--- src/rtl/dmem_arbiter.sv ---
// -----------------------------------------------------------------------------
// dmem_arbiter
//
// Purpose:
//   Shares one single-port synchronous data memory between the core's
//   memory-stage load/store port and a debug/loader port. Single-beat accesses
//   are arbitrated round-robin with a zero-cycle grant. Read data comes back one
//   cycle later, steered to whichever port owned the read. A debug halt mode
//   freezes the core and hands the memory exclusively to the debug port.
//
// Ports:
//   CLK, RST             clock, asynchronous active-high reset
//   Core_* (in)          core request bundle: Req, W_En, Addr, W_Data, Byte_En
//   Core_Gnt             core access accepted this cycle
//   Core_R_Valid/R_Data  read return to core, one cycle after a granted read
//   Stall_Core           core must hold its request (lost arbitration / halted)
//   Dbg_* (in)           debug request bundle, same meaning as the core bundle
//   Dbg_Gnt              debug access accepted this cycle
//   Dbg_R_Valid/R_Data   read return to debug port
//   Dbg_Halt_Req         level request for exclusive debug ownership
//   Core_Halted          exclusive debug ownership is in effect
//   MEM_En/W_En/Addr/W_Data  memory strobe, byte write enables, address, data
//   MEM_R_Data           memory read data, valid the cycle after a read strobe
// -----------------------------------------------------------------------------
module dmem_arbiter #(
    parameter int ADDR_W = 10,
    parameter int DATA_W = 32
) (
    input  logic                CLK,
    input  logic                RST,
    input  logic                Core_Req,
    input  logic                Core_W_En,
    input  logic [ADDR_W-1:0]   Core_Addr,
    input  logic [DATA_W-1:0]   Core_W_Data,
    input  logic [DATA_W/8-1:0] Core_Byte_En,
    output logic                Core_Gnt,
    output logic                Core_R_Valid,
    output logic [DATA_W-1:0]   Core_R_Data,
    output logic                Stall_Core,
    input  logic                Dbg_Req,
    input  logic                Dbg_W_En,
    input  logic [ADDR_W-1:0]   Dbg_Addr,
    input  logic [DATA_W-1:0]   Dbg_W_Data,
    input  logic [DATA_W/8-1:0] Dbg_Byte_En,
    output logic                Dbg_Gnt,
    output logic                Dbg_R_Valid,
    output logic [DATA_W-1:0]   Dbg_R_Data,
    input  logic                Dbg_Halt_Req,
    output logic                Core_Halted,
    output logic                MEM_En,
    output logic [DATA_W/8-1:0] MEM_W_En,
    output logic [ADDR_W-1:0]   MEM_Addr,
    output logic [DATA_W-1:0]   MEM_W_Data,
    input  logic [DATA_W-1:0]   MEM_R_Data
);

    typedef enum logic [1:0] {
        ST_SHARED,
        ST_DRAIN,
        ST_HALTED
    } state_t;

    typedef enum logic {
        OWN_CORE,
        OWN_DBG
    } owner_t;

    state_t r_state;
    owner_t r_lastGnt;
    logic   r_coreRValid;
    logic   r_dbgRValid;
    logic   r_coreHalted;

    logic   w_coreGnt;
    logic   w_dbgGnt;

    // Grant decision. In SHARED a lone requester always wins; on contention
    // the port that did not win last time gets the memory, which alternates
    // grants under continuous contention. DRAIN grants nobody so the last
    // SHARED read can return cleanly. HALTED serves only the debug port.
    always_comb begin
        w_coreGnt = 1'b0;
        w_dbgGnt  = 1'b0;
        case (r_state)
            ST_SHARED: begin
                if (Core_Req && Dbg_Req) begin
                    if (r_lastGnt == OWN_DBG) begin
                        w_coreGnt = 1'b1;
                    end else begin
                        w_dbgGnt = 1'b1;
                    end
                end else begin
                    w_coreGnt = Core_Req;
                    w_dbgGnt  = Dbg_Req;
                end
            end
            ST_HALTED: begin
                w_dbgGnt = Dbg_Req;
            end
            default: begin
            end
        endcase
    end

    // Memory drive. The winner's request bundle goes to the memory. With no
    // grant every memory output is forced to zero, so the RAM never sees a
    // stray write enable or address.
    always_comb begin
        MEM_En     = w_coreGnt | w_dbgGnt;
        MEM_W_En   = '0;
        MEM_Addr   = '0;
        MEM_W_Data = '0;
        if (w_coreGnt) begin
            MEM_W_En   = Core_W_En ? Core_Byte_En : '0;
            MEM_Addr   = Core_Addr;
            MEM_W_Data = Core_W_Data;
        end else if (w_dbgGnt) begin
            MEM_W_En   = Dbg_W_En ? Dbg_Byte_En : '0;
            MEM_Addr   = Dbg_Addr;
            MEM_W_Data = Dbg_W_Data;
        end
    end

    // Registered state: FSM, round-robin history, read ownership for the
    // one-cycle return, and the halted flag. Leaving HALTED records the debug
    // port as last winner, so the core wins the first contention after a halt.
    always_ff @(posedge CLK or posedge RST) begin
        if (RST) begin
            r_state      <= ST_SHARED;
            r_lastGnt    <= OWN_DBG;
            r_coreRValid <= 1'b0;
            r_dbgRValid  <= 1'b0;
            r_coreHalted <= 1'b0;
        end else begin
            r_coreRValid <= w_coreGnt & ~Core_W_En;
            r_dbgRValid  <= w_dbgGnt & ~Dbg_W_En;

            if (w_coreGnt) begin
                r_lastGnt <= OWN_CORE;
            end else if (w_dbgGnt) begin
                r_lastGnt <= OWN_DBG;
            end

            case (r_state)
                ST_SHARED: begin
                    if (Dbg_Halt_Req) begin
                        r_state <= ST_DRAIN;
                    end
                end
                ST_DRAIN: begin
                    r_state      <= ST_HALTED;
                    r_coreHalted <= 1'b1;
                end
                ST_HALTED: begin
                    if (!Dbg_Halt_Req) begin
                        r_state      <= ST_SHARED;
                        r_coreHalted <= 1'b0;
                        r_lastGnt    <= OWN_DBG;
                    end
                end
                default: begin
                    r_state <= ST_SHARED;
                end
            endcase
        end
    end

    // Read data is steered to the owning port only; the other port sees zero.
    assign Core_Gnt     = w_coreGnt;
    assign Dbg_Gnt      = w_dbgGnt;
    assign Stall_Core   = Core_Req & ~w_coreGnt;
    assign Core_R_Valid = r_coreRValid;
    assign Dbg_R_Valid  = r_dbgRValid;
    assign Core_R_Data  = r_coreRValid ? MEM_R_Data : '0;
    assign Dbg_R_Data   = r_dbgRValid ? MEM_R_Data : '0;
    assign Core_Halted  = r_coreHalted;

endmodule

--- config.mk ---
export PLATFORM = sky130hd
export DESIGN_NAME = dmem_arbiter
export DESIGN_NICKNAME = d
export VERILOG_FILES = /design/src/rtl/dmem_arbiter.sv
export SDC_FILE = /design/constraint.sdc
export NUM_CORES = 1
export LEC_CHECK = 0
export ABC_AREA = 1
export BUFFER_PORTS_ARGS = -buffer_cell sky130_fd_sc_hd__clkbuf_2
export CAP_MARGIN = 15
export CORE_AREA = 2 2 97 99
export CTS_CLUSTER_DIAMETER = 40
export DETAILED_ROUTE_END_ITERATION = 6
export DIE_AREA = 0 0 99 101
export GPL_TIMING_DRIVEN = 0
export PLACE_DENSITY_LB_ADDON = 0.05
export SYNTH_ARGS = -nofsm -noshare
export SYNTH_HDL_FRONTEND = slang
export SYNTH_SLANG_ARGS = --single-unit
export TNS_END_PERCENT = 5
--- constraint.sdc ---
create_clock -name CLK -period 1.24 [get_ports CLK]
set_clock_uncertainty 0.05 [all_clocks]
set_input_delay 0.248 -clock CLK [delete_from_list [all_inputs] [get_ports CLK]]
set_output_delay 0.248 -clock CLK [all_outputs]
set_load 0.005 [all_outputs]
# Yosys cells after proc, flatten, opt, wreduce, memory -nomap -nowiden
# Index checks and enable logic that the tools add are counted.
# word_totals
register_bits,6
output_inout_bits,117
# op_classes
n_eq_ne,4
mux,25
bitwise_logic,7
reduce_logical,5
# op_table
cell,n
32-bit two-way mux,4
10-bit two-way mux,2
4-bit two-way mux,4
1-bit two-way mux,10
2-bit one-hot mux with 3 select lines,1
2-bit two-way mux,2
"2-bit != test, second input constant",2
1-bit one-hot mux with 2 select lines,2
2-bit AND reduction,2
1-bit bitwise AND,3
1-bit inverter,3
"2-bit by 1-bit equality test with 1-bit output, second input constant",1
"2-bit equality test, second input constant",1
2-bit logical NOT,1
2-bit nonzero test,1
1-bit logical AND,1
1-bit bitwise OR,1

# Logic depth before layout (Yosys ltp)
# depth
ltp_word,7
ltp_mapped,6
depth_no_buf,5

# Least setup slack after synthesis
# No wires, ideal clock.
# synth_path
kind,reg-to-output
start,register r_lastGnt
end,output port MEM_Addr[0]
arrival_time_ns,1.062
t_required_ns,0.942
path_slack_ns,-0.120
path_stages_with_launch,7
path_buffers,2
cell_sequence,dfstp_2 -> inv_1 -> nand2_1 -> buf_6 -> clkbuf_4 -> nand3_1 -> nand2_1
# synth_via
elab_chain_cells,5
elab_cells_between_ends,8
cone_classes,mux: 8
# synth_rtl
item,line_no,text
from (decl),69,owner_t r_lastGnt;
from (signal assigned),130,r_lastGnt <= OWN_DBG;
from (signal assigned),139,r_lastGnt <= OWN_CORE;
from (signal assigned),141,r_lastGnt <= OWN_DBG;
1-bit two-way mux,87,if (r_lastGnt == OWN_DBG) begin
1-bit two-way mux,86,if (Core_Req && Dbg_Req) begin
1-bit one-hot mux with 2 select lines,84,case (r_state)
10-bit two-way mux,117,end else if (w_dbgGnt) begin
10-bit two-way mux (*),113,if (w_coreGnt) begin
to (decl),52,"output logic [ADDR_W-1:0] MEM_Addr,"
# Every way passes the cells marked *; elsewhere a longest branch is shown, timed or not.

# Worst setup path in the final report
# layout_path
start,register r_lastGnt
end,output port MEM_W_Data[25]
# layout_via
elab_chain_cells,5
elab_cells_between_ends,8
cone_classes,mux: 8
# layout_rtl
item,line_no,text
1-bit two-way mux,87,
1-bit two-way mux,86,
1-bit one-hot mux with 2 select lines,84,
32-bit two-way mux,117,
32-bit two-way mux (*),113,
to (decl),53,"output logic [DATA_W-1:0] MEM_W_Data,"
# Marks and branches as above.

==> parameters.txt <==
Parameter                              Value

Placement
  Total cell area at the placement stage    slightly above 3000 um^2
  Detailed Place HPWL    roughly 7.0 mm
  Port Buffer Count    between 200 and 250
  Worst setup slack after placement    -0.4094 ns
  Placed Cells    around 700
  Final estimated routing congestion in global placement    0.7693

Min path
  Hold Path Class    input pin to flop

Synth
  Netlist area before placement    1648 um^2
  Warnings, synthesis    0
  Proportion of synthesized chip area in sequential cells    9.188%
  Synthesized-area fraction occupied by ao, oa, aoi and oai cells    under 10%
  Count of state elements after synthesis    6
  Post-synthesis share of cell area spent on full adders, half adders and majority gates    0%
  Syn Nets    between 400 and 500
  Synth Area in XOR/XNOR    0%
  Number of library cell types mapped by synthesis    18
  Share of cell area taken by muxes after synthesis    0%
  Avg Synthesized Cell Area    approximately 4.9 um^2
  Largest family of logic cells by synthesized area    simple AND/OR/NAND/NOR gates
  Share of synthesized cell area in and, or, nand and nor gates    between 60% and 70%
  Count of mapped cells out of synthesis    between 300 and 400

STA
  Normalized max-slew margin    about 85%
  RSZ-0062 raised after global routing    yes
  Final hold violations    0
  Slew Limit Fails    0
  Setup tns final    -28.84 ns
  Final min period    around 1.7 ns
  Final setup margin    -0.4872 ns
  Final Setup Violations    110
  Portion of the clock cycle consumed by the worst path in the final layout    139.3%
  Maximum clock frequency    between 500 and 600 MHz
  Worst slew pin tran    approximately 0.23 ns

Finish
  Most common cell after layout, fill and taps aside    clkbuf_2
  Total area of multi-input combinational cells    about 1100 um^2
  Area delta synth->final    112.8%
  Commonest cells after routing, fill and taps aside    clkbuf_2 (234), nand2_1 (119), nand3_1 (77), inv_1 (74), buf_6 (14)
  Count of fill cells added during filler insertion    approximately 1000
  Ant. Diodes    0
  Filler-free cell count of the finished design    between 700 and 800
  Fraction of final layout cells with drive strength greater than 1    between 50 and 60%
  Area used by sequential logic in the layout    between 150 and 200 um^2
  Number of nets in the final layout    approximately 740
  Total non-filler cell area in the finished layout    about 3500 um^2

Critical path
  Worst Path Class, Setup    flop to output pin
  Crit end category    output pin
  Biggest fanout along the worst timing path    7
  Critical path launch point type    flop
  Required time worst endpoint    approximately 0.94 ns
  Worst EP arrival    about 1.4 ns

CTS
  Max H-tree Level    1
  Clock-pin slew reported for the worst setup and hold paths after clock tree synthesis    around 0.040 ns
  Buffers from clock root to sink, at most    2
  Worst skew pair latency    between 0.2 and 0.25 ns
  Number of sinks handled by clock tree synthesis    6
  CTS root buf    clkbuf_8
  TritonCTS clock tree    done
  Clock buffers created by TritonCTS    3

Floorplan
  Die Span Y    around 100 um
  Initial Utilization    roughly 18%
  Overall die width    99 um
  Site row count    35
  Floorplan die area    around 10000 um^2
  Top-Level Pins    around 250
  Placeable core region    approximately 9000 um^2

Routing
  Number of optimization iterations in the first detailed-route pass    4
  DR WL/cell    about 12 um
  Drt first-iter violations    a little over 60
  Via Count    approximately 3000
  Total wire length    8.294 mm
  Detail-routed via count per cell    4.131
  Final antenna-violating net count    0
  Detailed-route DRC error count    0

GRT
  Aggregate global-route resource usage    roughly 15%
  Via count of the first global-routing pass    2473
  Largest net degree at the start of global routing    11
  Total congestion overflow after global routing    0
  Antenna violations before repair    0
  Wire length of the first global-routing pass    roughly 12 mm

Status
  Failing checks    negative setup slack
  Outcome    complete, but fails checks

Pwr
  Leakage power figure    roughly 2.7 nW
  Maximum vdd ir drop    between 0.0008 and 0.0009 V
  Areal power density over the cells    between 1000 and 1500 nW/um^2

Flow run
  Maximum Capacitance Violations    0
## layer usage
layer  routed length (um)  vias to the layer above  track usage (%)
met1                 3167                     1272            17.85
met4                   36                        0            1.054
met2                 4445                      127            28.33
met3                  646                        4            2.358
li1                     -                     1559                -
met5                    0                        -                0
## synthesized netlist by cell type
cell type,instances,area share (%)
buf_2,3,0.91
clkbuf_4,2,0.91
buf_4,6,2.7
o21ai_0,2,0.61
nand2_2,1,0.38
inv_2,1,0.23
nand3_2,1,0.61
nor2_4,1,0.68
clkbuf_1,6,1.4
buf_6,8,5.5
nor2_1,7,1.6
nand2_1,124,28
dfrtp_1,5,7.6
nand3_1,89,27
nand3b_1,5,2.3
inv_1,76,17
dfstp_2,1,1.6
o21bai_1,1,0.46
## where the power goes
part | internal (mW) | switching [mW]
sequential | 0.283 | 0.0842
combinational | 1.75 | 1.70
clock | 0.221 | 0.0892
## metrics by stage
step / total power [mW] / hold WS (ns) / util (%)
finish: 4.128 / 0.1941 / 39.07
CTS: 3.768 / 0.2043 / 36.33
floorplan: 1.912 / -0.01177 / -
global route: 4.585 / 0.2178 / 39.07
global placement: 3.158 / 0.09994 / 33.88
detailed placement: 3.156 / 0.1021 / 33.88
## final timing paths
| check | from | end | slack, ns | cells past startpoint |
|---|---|---|---|---|
| min in group asynchronous | RST | r_state[1] | 0.42 | 3 |
| min reg2reg | Core_Halted | Core_Halted | 0.46 | 2 |
| max | r_lastGnt | MEM_W_Data[25] | -0.49 | 7 |
| max reg2reg | r_lastGnt | r_lastGnt | 0.06 | 6 |
| min | Core_W_En | Core_R_Valid | 0.19 | 2 |
| max in group asynchronous | RST | r_lastGnt | 0.46 | 3 |
## final cells by class
| type | instances | share of cell area (%) |
|---|---|---|
| repair buffers | 263 | 40.88 |
| multi-input cells | 231 | 31.64 |
| plain buffers | 25 | 9.561 |
| inverters | 77 | 8.241 |
| flip-flops and latches | 6 | 4.424 |
| well taps | 111 | 3.960 |
| clock buffers | 4 | 1.284 |
## cell families (layout without fill, tap and decap cells)
family | Yosys count | count (layout)
compound gates | 3 | 3
buf+inv | 102 | 369
flops | 6 | 6
simple gates | 228 | 228
## sequential cells by signal (all words and copies together), names as in the netlist
signal	count
Core_Halted	1
Core_R_Valid	1
Dbg_R_Valid	1
r_lastGnt	1
r_state	2
## worst max-delay path, stage by stage, from the launching register on
cell       delay [ns]
dfstp_2          0.54
inv_2            0.05
nand2_4          0.08
buf_12           0.14
clkbuf_16        0.15
nand3_2          0.07
nand2_2          0.07
clkbuf_2         0.10
## timing repair
action	in CTS	in global routing
gates cloned	0	4
hold endpoints to repair	5	0
setup buffers	5	6
resized for setup	31	43
setup endpoints to repair	111	113
hold buffers	1	0
pin swaps	1	14
No activity file was read; power rests on OpenSTA's default activity.
